**config.mk**
```make
export PLATFORM = sky130hd
export DESIGN_NAME = uarttx_fifo
export DESIGN_NICKNAME = d
export VERILOG_FILES = /design/src/rtl/uarttx_fifo.sv
export SDC_FILE = /design/constraint.sdc
export NUM_CORES = 1
export LEC_CHECK = 0
export BUFFER_PORTS_ARGS = -buffer_cell sky130_fd_sc_hd__clkbuf_2
export CAP_MARGIN = 25
export CORE_ASPECT_RATIO = 0.7
export CORE_MARGIN = 1.5
export CORE_UTILIZATION = 35
export DETAILED_ROUTE_END_ITERATION = 10
export PLACE_DENSITY_LB_ADDON = 0.12
export SYNTH_ARGS = -nofsm -noshare
export SYNTH_HDL_FRONTEND = slang
export SYNTH_SLANG_ARGS = --single-unit
```
**constraint.sdc**
```tcl
create_clock -name clk -period 2.8 [get_ports clk]
set_clock_uncertainty 0.1 [all_clocks]
set_input_delay 0.28 -clock clk [delete_from_list [all_inputs] [get_ports clk]]
set_output_delay 0.28 -clock clk [all_outputs]
set_load 0.05 [all_outputs]
```
**src/rtl/uarttx_fifo.sv**
```systemverilog
// uarttx_fifo: parametrised UART transmitter with a small write FIFO; frames go out back-to-back.
// Optional BREAK generation (tx_break input, BREAK state) is enabled by defining UARTTX_BREAK_EN.
`default_nettype none

module uarttx_fifo #(
  parameter int DATA_BITS  = 8,
  parameter int CLK_DIV    = 16,
  parameter int STOP_BITS  = 1,
  parameter int PARITY     = 0,
  parameter int FIFO_DEPTH = 4
) (
  input  logic                          clk,
  input  logic                          nrst,
  input  logic                          tx_load,
  input  logic [DATA_BITS-1:0]          tx_data,
`ifdef UARTTX_BREAK_EN
  input  logic                          tx_break,
`endif
  output logic                          tx_ready,
  output logic                          tx,
  output logic                          tx_busy,
  output logic [$clog2(FIFO_DEPTH):0]   fifo_level
);

  localparam int AW       = $clog2(FIFO_DEPTH);
  localparam int LW       = AW + 1;
  localparam int STOP_CYC = STOP_BITS * CLK_DIV;
  localparam int DW       = $clog2(STOP_CYC);
  localparam int BW       = $clog2(DATA_BITS);

  typedef enum logic [2:0] {
    S_IDLE  = 3'd0,
    S_START = 3'd1,
    S_DATA  = 3'd2,
    S_PAR   = 3'd3,
    S_STOP  = 3'd4
`ifdef UARTTX_BREAK_EN
    , S_BREAK = 3'd5
`endif
  } state_t;

  state_t                 r_state, w_state_n;
  logic [DATA_BITS-1:0]   r_mem [FIFO_DEPTH];
  logic [AW-1:0]          r_wptr, r_rptr;
  logic [LW-1:0]          r_level, w_level_n;
  logic                   r_ready, r_busy, r_tx, w_tx_n;
  logic [DW-1:0]          r_div, w_div_n;
  logic [BW-1:0]          r_bit, w_bit_n;
  logic [DATA_BITS-1:0]   r_shift, w_shift_n;
  logic                   r_par, w_par_n;
  logic                   w_push, w_pop, w_fifo_ne;
  logic                   w_div_last, w_stop_last;
  logic [DATA_BITS-1:0]   w_head;
  logic                   w_head_par;

  assign w_push      = tx_load && r_ready;
  assign w_fifo_ne   = (r_level != '0);
  assign w_head      = r_mem[r_rptr];
  // Parity bit chosen so data+parity has odd (mode 1) or even (mode 2) weight
  assign w_head_par  = (PARITY == 1) ? ~(^w_head) : (^w_head);
  assign w_div_last  = (r_div == DW'(CLK_DIV - 1));
  assign w_stop_last = (r_div == DW'(STOP_CYC - 1));
  assign w_level_n   = r_level + LW'(w_push) - LW'(w_pop);

  always_comb begin
    w_state_n = r_state;
    w_div_n   = r_div;
    w_bit_n   = r_bit;
    w_shift_n = r_shift;
    w_par_n   = r_par;
    w_tx_n    = r_tx;
    w_pop     = 1'b0;
    case (r_state)
      S_IDLE: begin
        w_tx_n = 1'b1;
`ifdef UARTTX_BREAK_EN
        if (tx_break) begin
          w_state_n = S_BREAK;
          w_tx_n    = 1'b0;
        end else
`endif
        if (w_fifo_ne) w_pop = 1'b1;
      end
      S_START: begin
        if (w_div_last) begin
          w_state_n = S_DATA;
          w_div_n   = '0;
          w_bit_n   = '0;
          w_tx_n    = r_shift[0];
        end else begin
          w_div_n = r_div + DW'(1);
        end
      end
      S_DATA: begin
        if (w_div_last) begin
          w_div_n = '0;
          if (r_bit == BW'(DATA_BITS - 1)) begin
            if (PARITY != 0) begin
              w_state_n = S_PAR;
              w_tx_n    = r_par;
            end else begin
              w_state_n = S_STOP;
              w_tx_n    = 1'b1;
            end
          end else begin
            w_bit_n   = r_bit + BW'(1);
            w_shift_n = r_shift >> 1;
            w_tx_n    = r_shift[1];
          end
        end else begin
          w_div_n = r_div + DW'(1);
        end
      end
      S_PAR: begin
        if (w_div_last) begin
          w_state_n = S_STOP;
          w_div_n   = '0;
          w_tx_n    = 1'b1;
        end else begin
          w_div_n = r_div + DW'(1);
        end
      end
      S_STOP: begin
        if (w_stop_last) begin
          w_div_n = '0;
`ifdef UARTTX_BREAK_EN
          if (tx_break) begin
            w_state_n = S_BREAK;
            w_tx_n    = 1'b0;
          end else
`endif
          if (w_fifo_ne) begin
            w_pop = 1'b1;
          end else begin
            w_state_n = S_IDLE;
            w_tx_n    = 1'b1;
          end
        end else begin
          w_div_n = r_div + DW'(1);
        end
      end
`ifdef UARTTX_BREAK_EN
      S_BREAK: begin
        w_tx_n = 1'b0;
        // The guard interval reuses the STOP timing before the next START
        if (!tx_break) begin
          w_state_n = S_STOP;
          w_div_n   = '0;
          w_tx_n    = 1'b1;
        end
      end
`endif
      default: begin
        w_state_n = S_IDLE;
        w_tx_n    = 1'b1;
      end
    endcase
    if (w_pop) begin
      w_state_n = S_START;
      w_shift_n = w_head;
      w_par_n   = w_head_par;
      w_div_n   = '0;
      w_tx_n    = 1'b0;
    end
  end

  always_ff @(posedge clk or negedge nrst) begin
    if (!nrst) r_state <= S_IDLE;
    else       r_state <= w_state_n;
  end

  always_ff @(posedge clk or negedge nrst) begin
    if (!nrst) begin
      r_div   <= '0;
      r_bit   <= '0;
      r_shift <= '0;
      r_par   <= 1'b0;
      r_tx    <= 1'b1;
      r_wptr  <= '0;
      r_rptr  <= '0;
      r_level <= '0;
      r_ready <= 1'b1;
      r_busy  <= 1'b0;
    end else begin
      r_div   <= w_div_n;
      r_bit   <= w_bit_n;
      r_shift <= w_shift_n;
      r_par   <= w_par_n;
      r_tx    <= w_tx_n;
      r_wptr  <= r_wptr + AW'(w_push);
      r_rptr  <= r_rptr + AW'(w_pop);
      r_level <= w_level_n;
      r_ready <= (w_level_n != LW'(FIFO_DEPTH));
      r_busy  <= (w_state_n != S_IDLE) || (w_level_n != '0);
    end
  end

  always_ff @(posedge clk) begin
    if (w_push) r_mem[r_wptr] <= tx_data;
  end

  assign tx_ready   = r_ready;
  assign tx         = r_tx;
  assign tx_busy    = r_busy;
  assign fifo_level = r_level;

endmodule

`default_nettype wire

```
==> flow_summary.ini, run 1 <==
[worst_setup_path]
crit_required_ps = 2900
worst-r2r-setup-slack_ps = 40
endpoint_kind = flop
timing.rr.end = tx_busy
worstSetupPathType = reg2reg
critPathLaunchType = flop
reg2reg_depth = 10
arrival_ps = 2860
r2r-start = r_div[1]
cp_max_fo = 5

[clocking]
htreeDepth = 3
path_clk_slew_ps = 70
cts_sinks = 60
tritoncts = yes
max-clock-path-buffers = 2
clock-root-buffer = clkbuf_8
numCtsBuffers = 9
clk_latency_ps = 330

[finish]
finalInstanceArea_um2 = 3047
nets = 224
fin_cells = 306
num-fill-cells = 635
syn2layout_area_growth_pct = 18.49
multiInputGateArea_um2 = 862.1
seq_area_um2 = 1668
final_common_cell = edfxtp_1
antennaDiodeCount = 0
drive_gt1_share_pct = 28.77
final_cell_mix = edfxtp_1, dfrtp_1, nand2_1

[yosys]
yosysSeqAreaShare_pct = 64.72
syn-num-nets = 193
synthTopCellsByArea = edfxtp_1, dfrtp_1, mux4_2
ys_async_sr_fraction_pct = 46.67
netlist_area_um2 = 2571
synth-edff-count = 32
synth_seq_cells = 60
synth_top_area_share_pct = 37.37
yosysTopAreaCell = edfxtp_1
syn_area_per_cell_um2 = 14.61
yosysWarnings = 0
syn_inst = 176
ys_types = 36
synthFlopType = edfxtp_1

[drt]
dr_total_vias = 1518
ant_nets = 0
drc = 0
drtIter0Drc = 79
vias_per_cell = 4.961
first_pass_iters = 4
drt-total-wl_um = 4584
avgRoutedWirePerCell_um = 14.98

[timing]
timing.fmax_mhz = 362.9
period_share_pct = 98.40
rsz0062_at_grt = yes
setup_violations = 0
tightest_slew_ps = 696.6
slew_viol_final = 0
slew_headroom_pct = 53.56
setup_ws_ps = 44.71
min_period_ps = 2755
hold_violations = 0
setup_tns_ps = 0

[die]
die_h_um = 74.71
initial_utilization_pct = 37.19
ios = 17
die_area_um2 = 7878
core_area_um2 = 6913
die_w_um = 105.4
core.rowCount = 25

[min_path]
hold_end = r_mem[0][3]
min_from = tx_data[3]
holdPathStages = 1
holdCritPathClass = in2reg

[power]
power_density_nw_per_um2 = 782.8
ir_worst_vdd_uv = 453.1
p_leak_nw = 1.192

[placement]
dp_slack_ps = 17.28
place_area_um2 = 2806
portBuffers = 16
finalWeightedCongestion = 0.7629
dp_cells = 288
dp_hpwl_um = 3210

[global_routing]
grt_pass1_vias = 1589
antenna_found_initial = 0
grt_overflow = 0
grt_usage_pct = 13.28
grt_first_pass_wirelength_um = 7714
grt_max_degree = 29

[run_status]
status = finished clean

[job]
cap_viol_max_count = 0
[critical path, stage by stage (launching register included)]
cell       delay, ps
dfrtp_1          390
ha_4             180
nand3_4           80
a2111oi_4        370
xnor2_1          120
ha_2             180
fa_2             360
xnor2_2          150
xnor2_1          150
nand2b_1         160
or4_1            400
[cells in the mapped netlist, types with 3 or more instances]
| library cell | number |
|---|---|
| edfxtp_1 | 32 |
| nand3_1 | 5 |
| nor3b_1 | 3 |
| o21ai_0 | 12 |
| nor3_1 | 5 |
| a22oi_1 | 3 |
| xnor2_1 | 5 |
| ha_1 | 5 |
| mux4_2 | 8 |
| dfrtp_1 | 26 |
| nor2_1 | 6 |
| mux2i_1 | 10 |
| nand2_1 | 21 |
| inv_1 | 5 |
[how the worst max path moves through the flow]
stage                   from       to  slack [ps]  cells after the start
finish              r_div[1]  tx_busy          40                     10
global route        r_div[1]  tx_busy        -120                     10
global placement    r_div[1]  tx_busy          90                     10
CTS                 r_div[1]  tx_busy          50                     10
detailed placement  r_div[1]  tx_busy          20                     10
floorplan           r_div[0]  tx_busy         -40                     10
[final cells by class]
cell class / count / share of cell area [%]
flip-flops and latches: 60 / 54.74
multi-input cells: 104 / 28.30
repair buffers: 27 / 5.421
clock buffers: 9 / 4.066
well taps: 94 / 3.860
clock inverters: 7 / 2.998
inverters: 5 / 0.6160
[report_power, final]
part	internal [mW]	switching, mW
clock network	0.496	0.337
registers	1.08	0.0582
logic	0.154	0.261
total	1.73	0.656
[sequential cells by signal, indices dropped and copies added (netlist names)]
name        flops
r_rptr          2
fifo_level      3
r_shift         8
r_mem          32
r_div           4
tx_busy         1
tx              1
r_state         3
tx_ready        1
r_bit           3
r_wptr          2
[stage by stage]
stage	hold slack [ps]	util, %	total power, mW
4_1_cts	40.21	43.96	2.406
3_3_place_gp	260.7	40.60	1.539
2_1_floorplan	-115.6	-	1.425
6_report	59.57	44.07	2.385
3_5_place_dp	267.0	40.60	1.562
5_1_grt	47.80	44.07	2.502
[cells by family (layout without fill, tap and decap cells)]
logic type | Yosys count | after routing | share of synthesized area (%)
mux | 18 | 18 | 10.90
xor+xnor | 7 | 7 | 2.384
flops | 60 | 60 | 64.72
fa+ha+maj | 6 | 6 | 3.212
buf+inv | 12 | 48 | 2.725
simple gates | 49 | 49 | 9.635
compound gates | 24 | 24 | 6.424
[timing repair]
| item | 4_1_cts | 5_1_grt |
|---|---|---|
| gates resized for setup | 0 | 1 |
| buffers inserted | 1 | 0 |
| endpoints found under the hold margin | 26 | 0 |
| endpoints found under the setup margin | 1 | 1 |
| hold buffers | 1 | 0 |
[metal layers]
metal / share of wire (%) / global-route usage, % / wire [um]
met5: 0 / 0 / 0
met4: 0.94 / 5.023 / 43
met3: 5.0 / 5.714 / 228
met2: 45 / 20.26 / 2058
met1: 49 / 17.08 / 2254
Note: power is estimated with default switching activity, not from simulation.
==> run 2, diff against run 1 <==
--- a/config.mk
+++ b/config.mk
@@ -5,11 +5,12 @@
 export SDC_FILE = /design/constraint.sdc
 export NUM_CORES = 1
 export LEC_CHECK = 0
+export ABC_AREA = 1
 export BUFFER_PORTS_ARGS = -buffer_cell sky130_fd_sc_hd__clkbuf_2
 export CAP_MARGIN = 25
 export CORE_ASPECT_RATIO = 0.7
 export CORE_MARGIN = 1.5
-export CORE_UTILIZATION = 35
+export CORE_UTILIZATION = 54
 export DETAILED_ROUTE_END_ITERATION = 10
 export PLACE_DENSITY_LB_ADDON = 0.12
 export SYNTH_ARGS = -nofsm -noshare
==> run 2 against run 1 <==
Effect of this change:
- flip-flop and latch count did not move
- final cell count is 25% higher
- setup slack improved by 310 ps
- critical path depth up 3
- first-iteration DRC count up 92%
- combinational power fell by 3%
- register-to-register slack better by 310 ps
- largest cell class unchanged
==> flow_summary.ini, run 2 <==
[yosys]
syn_inst = 280
yosysWarnings = 0
synthTopCellsByArea = edfxtp_1, dfrtp_1, nand2_1
syn-num-nets = 297
yosysSeqAreaShare_pct = 60.48
synth-edff-count = 32
ys_types = 29
ys_async_sr_fraction_pct = 46.67
syn_area_per_cell_um2 = 9.826
synth_top_area_share_pct = 34.92
synthFlopType = edfxtp_1
ys_top_cells_by_count = nand2_1, nand3_1, edfxtp_1, inv_1, dfrtp_1
synth_top_family_by_area = simple AND/OR/NAND/NOR gates
netlist_area_um2 = 2751
synth_most_common_cell = nand2_1
synthAdderAreaFrac_pct = 3.001
synth_xor_area_share_pct = 0.9550
synthSimpleGateAreaFrac_pct = 27.33
synth_compound_area_share_pct = 2.501
synth_seq_cells = 60
yosysTopAreaCell = edfxtp_1
muxShareOfSynthArea_pct = 0

[worst_setup_path]
worstSetupPathType = reg2reg
arrival_ps = 2570
endpoint_kind = flop
critPathLaunchType = flop
crit_required_ps = 2920
cp_max_fo = 6

[timing]
period_share_pct = 87.43
setup_tns_ps = 0
hold_violations = 0
tightest_slew_ps = 678.1
slew_viol_final = 0
rsz0062_at_grt = no
setup_violations = 0
timing.fmax_mhz = 408.5
slew_headroom_pct = 54.79
min_period_ps = 2448

[clocking]
max-clock-path-buffers = 2
numCtsBuffers = 9
path_clk_slew_ps = 70
htreeDepth = 3
clk_latency_ps = 340
cts_sinks = 60
clock-root-buffer = clkbuf_8
cts-resized-gates = 0
tritoncts = yes

[power]
ir_worst_vdd_uv = 578.6
power_density_nw_per_um2 = 754.3
p_sw_share_pct = 28.87
p_clk_share_pct = 35.5
p_seq_share_pct = 47.5
internal-power_mw = 1.690
power.switching_mw = 0.6859
p_comb_share_pct = 17.0
p_leak_nw = 1.473

[finish]
fin_cells = 382
syn2layout_area_growth_pct = 14.46
largest_reg_flops = 32
largest_register = r_mem
final_cell_mix = nand2_1, nand3_1, edfxtp_1
antennaDiodeCount = 0
drive_gt1_share_pct = 18.53
nets = 325
num-fill-cells = 419
reg.largest.list = r_mem: 32 flops, r_shift: 8 flops, r_div: 4 flops
final_common_cell = nand2_1

[drt]
drtIter0Drc = 152
ant_nets = 0
first_pass_iters = 4
drt-total-wl_um = 4923
avgRoutedWirePerCell_um = 12.89
dr_total_vias = 1869
drc = 0
vias_per_cell = 4.893

[placement]
finalWeightedCongestion = 0.8084
dp_hpwl_um = 3385
dp_cells = 365
portBuffers = 16

[global_routing]
antenna_found_initial = 0
grt_usage_pct = 21.14
grt_first_pass_wirelength_um = 8631
grt_pass1_vias = 1823
grt_max_degree = 29
grt_overflow = 0

[job]
cap_viol_max_count = 0

[die]
ios = 17
core.rowCount = 21
die_h_um = 62.72
initial_utilization_pct = 56.91
die_area_um2 = 5539
core_area_um2 = 4835
die_w_um = 88.32

[run_status]
status = finished clean

[min_path]
holdCritPathClass = in2reg
[run 2: cell count changes after synthesis, moves of 3 or more]
cell     change
a22oi_1      -3
nand2_4      +3
nor3b_1      -3
mux2i_1     -10
inv_2        +3
nor2_4       +3
nand3_1     +32
mux4_2       -8
nand2_1     +73
o21ai_0      -5
xnor2_1      -5
inv_1       +22
nor2_1       +7
[run 2: final timing paths]
| kind | startpoint | endpoint | slack (ps) | cells after the start |
|---|---|---|---|---|
| max in group asynchronous | nrst | r_state[1] | 1760 | 2 |
| min in group asynchronous | nrst | r_bit[0] | 400 | 2 |
| max reg2reg | r_div[0] | tx_busy | 350 | 13 |
| min | tx_data[0] | r_mem[2][0] | 60 | 1 |
| max | r_div[0] | tx_busy | 350 | 13 |
| min reg2reg | tx | tx | 370 | 2 |
[run 2: critical path, stage by stage, from the launching register on]
cell     delay [ps]
dfrtp_1         410
ha_1            270
nand3_4         120
nand2_4          70
inv_1           100
nor2_4           40
nand2_1          90
nand2_1          70
ha_1            190
fa_1            460
nor2_1          150
nand3_1          90
nor2_1          110
nand3_1          70
[run 2: repair_timing]
action                                 in CTS  in global routing
hold buffers                                1                  0
endpoints found under the hold margin      26                  0
setup buffers                               0                  0
[run 2: kinds of logic after synthesis]
kind of cell,after synthesis
flops,60
buf+inv,37
xor+xnor,3
fa+ha+maj,6
compound gates,12
simple gates,162
[run 2: power groups by stage]
| stage | logic (mW) | registers, mW | clock network [mW] |
|---|---|---|---|
| 6_report | 0.403 | 1.13 | 0.843 |
| 5_1_grt | 0.452 | 1.14 | 0.900 |
| 4_1_cts | 0.407 | 1.13 | 0.856 |
| 3_5_place_dp | 0.405 | 1.15 | 0 |
| 3_3_place_gp | 0.399 | 1.14 | 0 |
| 2_1_floorplan | 0.192 | 1.22 | 0 |
[run 2: stage by stage]
stage | power, mW | instance area (um2) | worst slack, ps | hold slack (ps) | util [%]
floorplan | 1.416 | 2751 | 304.8 | -115.6 | -
global placement | 1.542 | 2924 | 442.6 | 265.5 | 60.48
detailed placement | 1.551 | 2924 | 353.7 | 257.9 | 60.48
CTS | 2.393 | 3149 | 360.2 | 47.17 | 65.14
global route | 2.494 | 3149 | 97.90 | 48.75 | 65.14
finish | 2.375 | 3149 | 351.9 | 62.60 | 65.14
[run 2: per-layer routing]
metal / track usage (%) / routed length, um
met1: 32.14 / 2593
met2: 27.58 / 2019
met3: 8.058 / 234
met5: 0 / 0
met4: 7.422 / 76
[run 2: final cells by class]
class                   instances  area [um2]  share of cell area, %
repair buffers                 23       135.1                  4.291
well taps                      69       86.33                  2.741
clock inverters                 7       91.34                  2.900
clock buffers                   9       123.9                  3.933
inverters                      31       118.9                  3.774
flip-flops and latches         60        1664                  52.84
multi-input cells             183       929.6                  29.52
==> run 3, diff against run 2 <==
--- a/config.mk
+++ b/config.mk
@@ -10,7 +10,9 @@
 export CAP_MARGIN = 25
 export CORE_ASPECT_RATIO = 0.7
 export CORE_MARGIN = 1.5
-export CORE_UTILIZATION = 54
+export CORE_UTILIZATION = 56
+export CTS_BUF_LIST = sky130_fd_sc_hd__clkbuf_8
+export CTS_CLUSTER_SIZE = 28
 export DETAILED_ROUTE_END_ITERATION = 10
 export PLACE_DENSITY_LB_ADDON = 0.12
 export SYNTH_ARGS = -nofsm -noshare
==> run 3 against run 2 <==
Effect of this change:
- utilization is 0.76 points higher
- register-to-register slack improved by 20 ps
- largest power group unchanged
- non-clock buffer count did not move
- sequential power is essentially flat
- critical path depth stayed put
- largest cell class unchanged
- clock power shrank 7.6%
- die area decreased by 3.4%
- clock-buffer cell count did not move
- total power fell by 2.9%
- global-route usage is 0.82 points lower
- wire length rose by 0.20%
- setup slack improved by 20 ps
==> flow_summary.ini, run 3 (synthesis results as in run 2) <==
[placement]
finalWeightedCongestion = 0.8270
portBuffers = 16
dp_hpwl_um = 3321
dp_slack_ps = 371.1

[timing]
period_share_pct = 86.72
rsz0062_at_grt = no
timing.fmax_mhz = 411.8
min_period_ps = 2428
tightest_slew_ps = 709.6
setup_tns_ps = 0
setup_ws_ps = 371.8
slew_viol_final = 0
setup_violations = 0
hold_violations = 0
slew_headroom_pct = 52.69

[clocking]
max-clock-path-buffers = 2
cts_sinks = 60
cts-resized-gates = 0
tritoncts = yes
clk_latency_ps = 340
clock-root-buffer = clkbuf_8
path_clk_slew_ps = 70
numCtsBuffers = 9
htreeDepth = 3

[power]
p_leak_nw = 1.459
power_density_nw_per_um2 = 736.1
ir_worst_vdd_uv = 758.5
power.total_mw = 2.307

[worst_setup_path]
r2r-start = r_div[0]
critPathLaunchType = flop
reg2reg_depth = 13
critPathBufInv = 1
crit_family = adder cells
crit_required_ps = 2930
endpoint_kind = flop
crit_path_max_incr_delay_ps = 460
worstPathCellList = ha_1 > nand3_4 > nand2_4 > inv_1 > nor2_4 > nand2_1 > nand2_1 > ha_1 > fa_1 > nor2_1 > nand3_1 > nor2_1 > nand3_1
worstSetupPathType = reg2reg
cp_max_fo = 6
slowest_stage = fa_1
timing.rr.end = tx_busy
worst-r2r-setup-slack_ps = 370
arrival_ps = 2550

[global_routing]
grtUsageMet1_pct = 30.58
grt_first_pass_wirelength_um = 7859
grt_overflow = 0
met3_usage_pct = 7.239
antenna_found_initial = 0
globalRouteMet2Util_pct = 27.13
grt_pass1_vias = 1652
grt_max_degree = 29
grt.busiest_layer = met1
grt_usage_pct = 20.32

[run_status]
status = finished clean

[min_path]
min_from = tx_data[7]
hold_end = r_mem[2][7]
holdPathStages = 1
holdCritPathClass = in2reg

[die]
initial_utilization_pct = 57.85
ios = 17
die_area_um2 = 5350
die_w_um = 86.78
core_area_um2 = 4756
die_h_um = 61.65
core.rowCount = 21

[drt]
dr_total_vias = 1905
first_pass_iters = 4
vias_per_cell = 4.987
avgRoutedWirePerCell_um = 12.91
ant_nets = 0
drc = 0
drt-total-wl_um = 4933
drtIter0Drc = 114

[job]
cap_viol_max_count = 0

[finish]
reg.largest.list = r_mem: 32 flops, r_shift: 8 flops, r_div: 4 flops
syn2layout_area_growth_pct = 13.92
nets = 325
largest_reg_flops = 32
antennaDiodeCount = 0
largest_register = r_mem
final_common_cell = nand2_1
drive_gt1_share_pct = 18.53
final_cell_mix = nand2_1, nand3_1, edfxtp_1
## run 3: changes by cell type in the layout (fill, tap and decap cells not counted)
cell / before / now
clkinvlp_4: 1 / 2
clkinv_2: 3 / 1
clkinv_4: 1 / 2
bufinv_16: 2 / 1
inv_6: 0 / 1
## run 3: worst register-to-register path, cell delays in order, from the launching register on
cell and delay, ps:
dfrtp_1 400, ha_1 260, nand3_4 130, nand2_4 70, inv_1 90, nor2_4 40, nand2_1 90, nand2_1 60
ha_1 190, fa_1 460, nor2_1 150, nand3_1 100, nor2_1 100, nand3_1 70
## run 3: layout make-up
cell class	count	area [um2]
clock inverter	7	76.32
tap	69	86.33
sequential	60	1664
inverter	31	118.9
fill	377	1622
multi-input combinational	183	929.6
timing repair buffer	23	135.1
clock buffer	9	123.9
## run 3: routing by layer
metal	vias to the layer above	wire (um)
met4	0	62
met3	7	263
met2	35	2011
met1	892	2596
met5	-	0
li1	971	-
## run 3: worst max path at each step
stage                       start      end  slack (ps)  depth (start not counted)
floorplan           fifo_level[2]  tx_busy         300                         12
global placement         r_div[0]  tx_busy         450                         13
detailed placement       r_div[0]  tx_busy         370                         13
CTS                      r_div[0]  tx_busy         380                         13
global route             r_div[0]  tx_busy         210                         13
finish                   r_div[0]  tx_busy         370                         13
## run 3: power by group
part	internal, mW	switching, mW	leakage, nW	total (mW)
clock	0.414	0.364	0.0958	0.779
combinational	0.119	0.283	0.731	0.402
sequential	1.07	0.0545	0.632	1.13
total	1.61	0.701	1.46	2.31
## run 3: metrics by stage
| step | hold slack (ps) | instance area [um2] | cells | util, % |
|---|---|---|---|---|
| global route | 51.48 | 3134 | 382 | 65.90 |
| CTS | 43.54 | 3134 | 382 | 65.90 |
| global placement | 260.5 | 2924 | 365 | 61.48 |
| finish | 55.90 | 3134 | 382 | 65.90 |
| detailed placement | 261.5 | 2924 | 365 | 61.48 |
| floorplan | -115.6 | 2751 | 280 | - |
## run 3: timing repair
item	CTS	global route
hold buffers	1	0
setup buffers	0	0
hold endpoints to repair	26	0
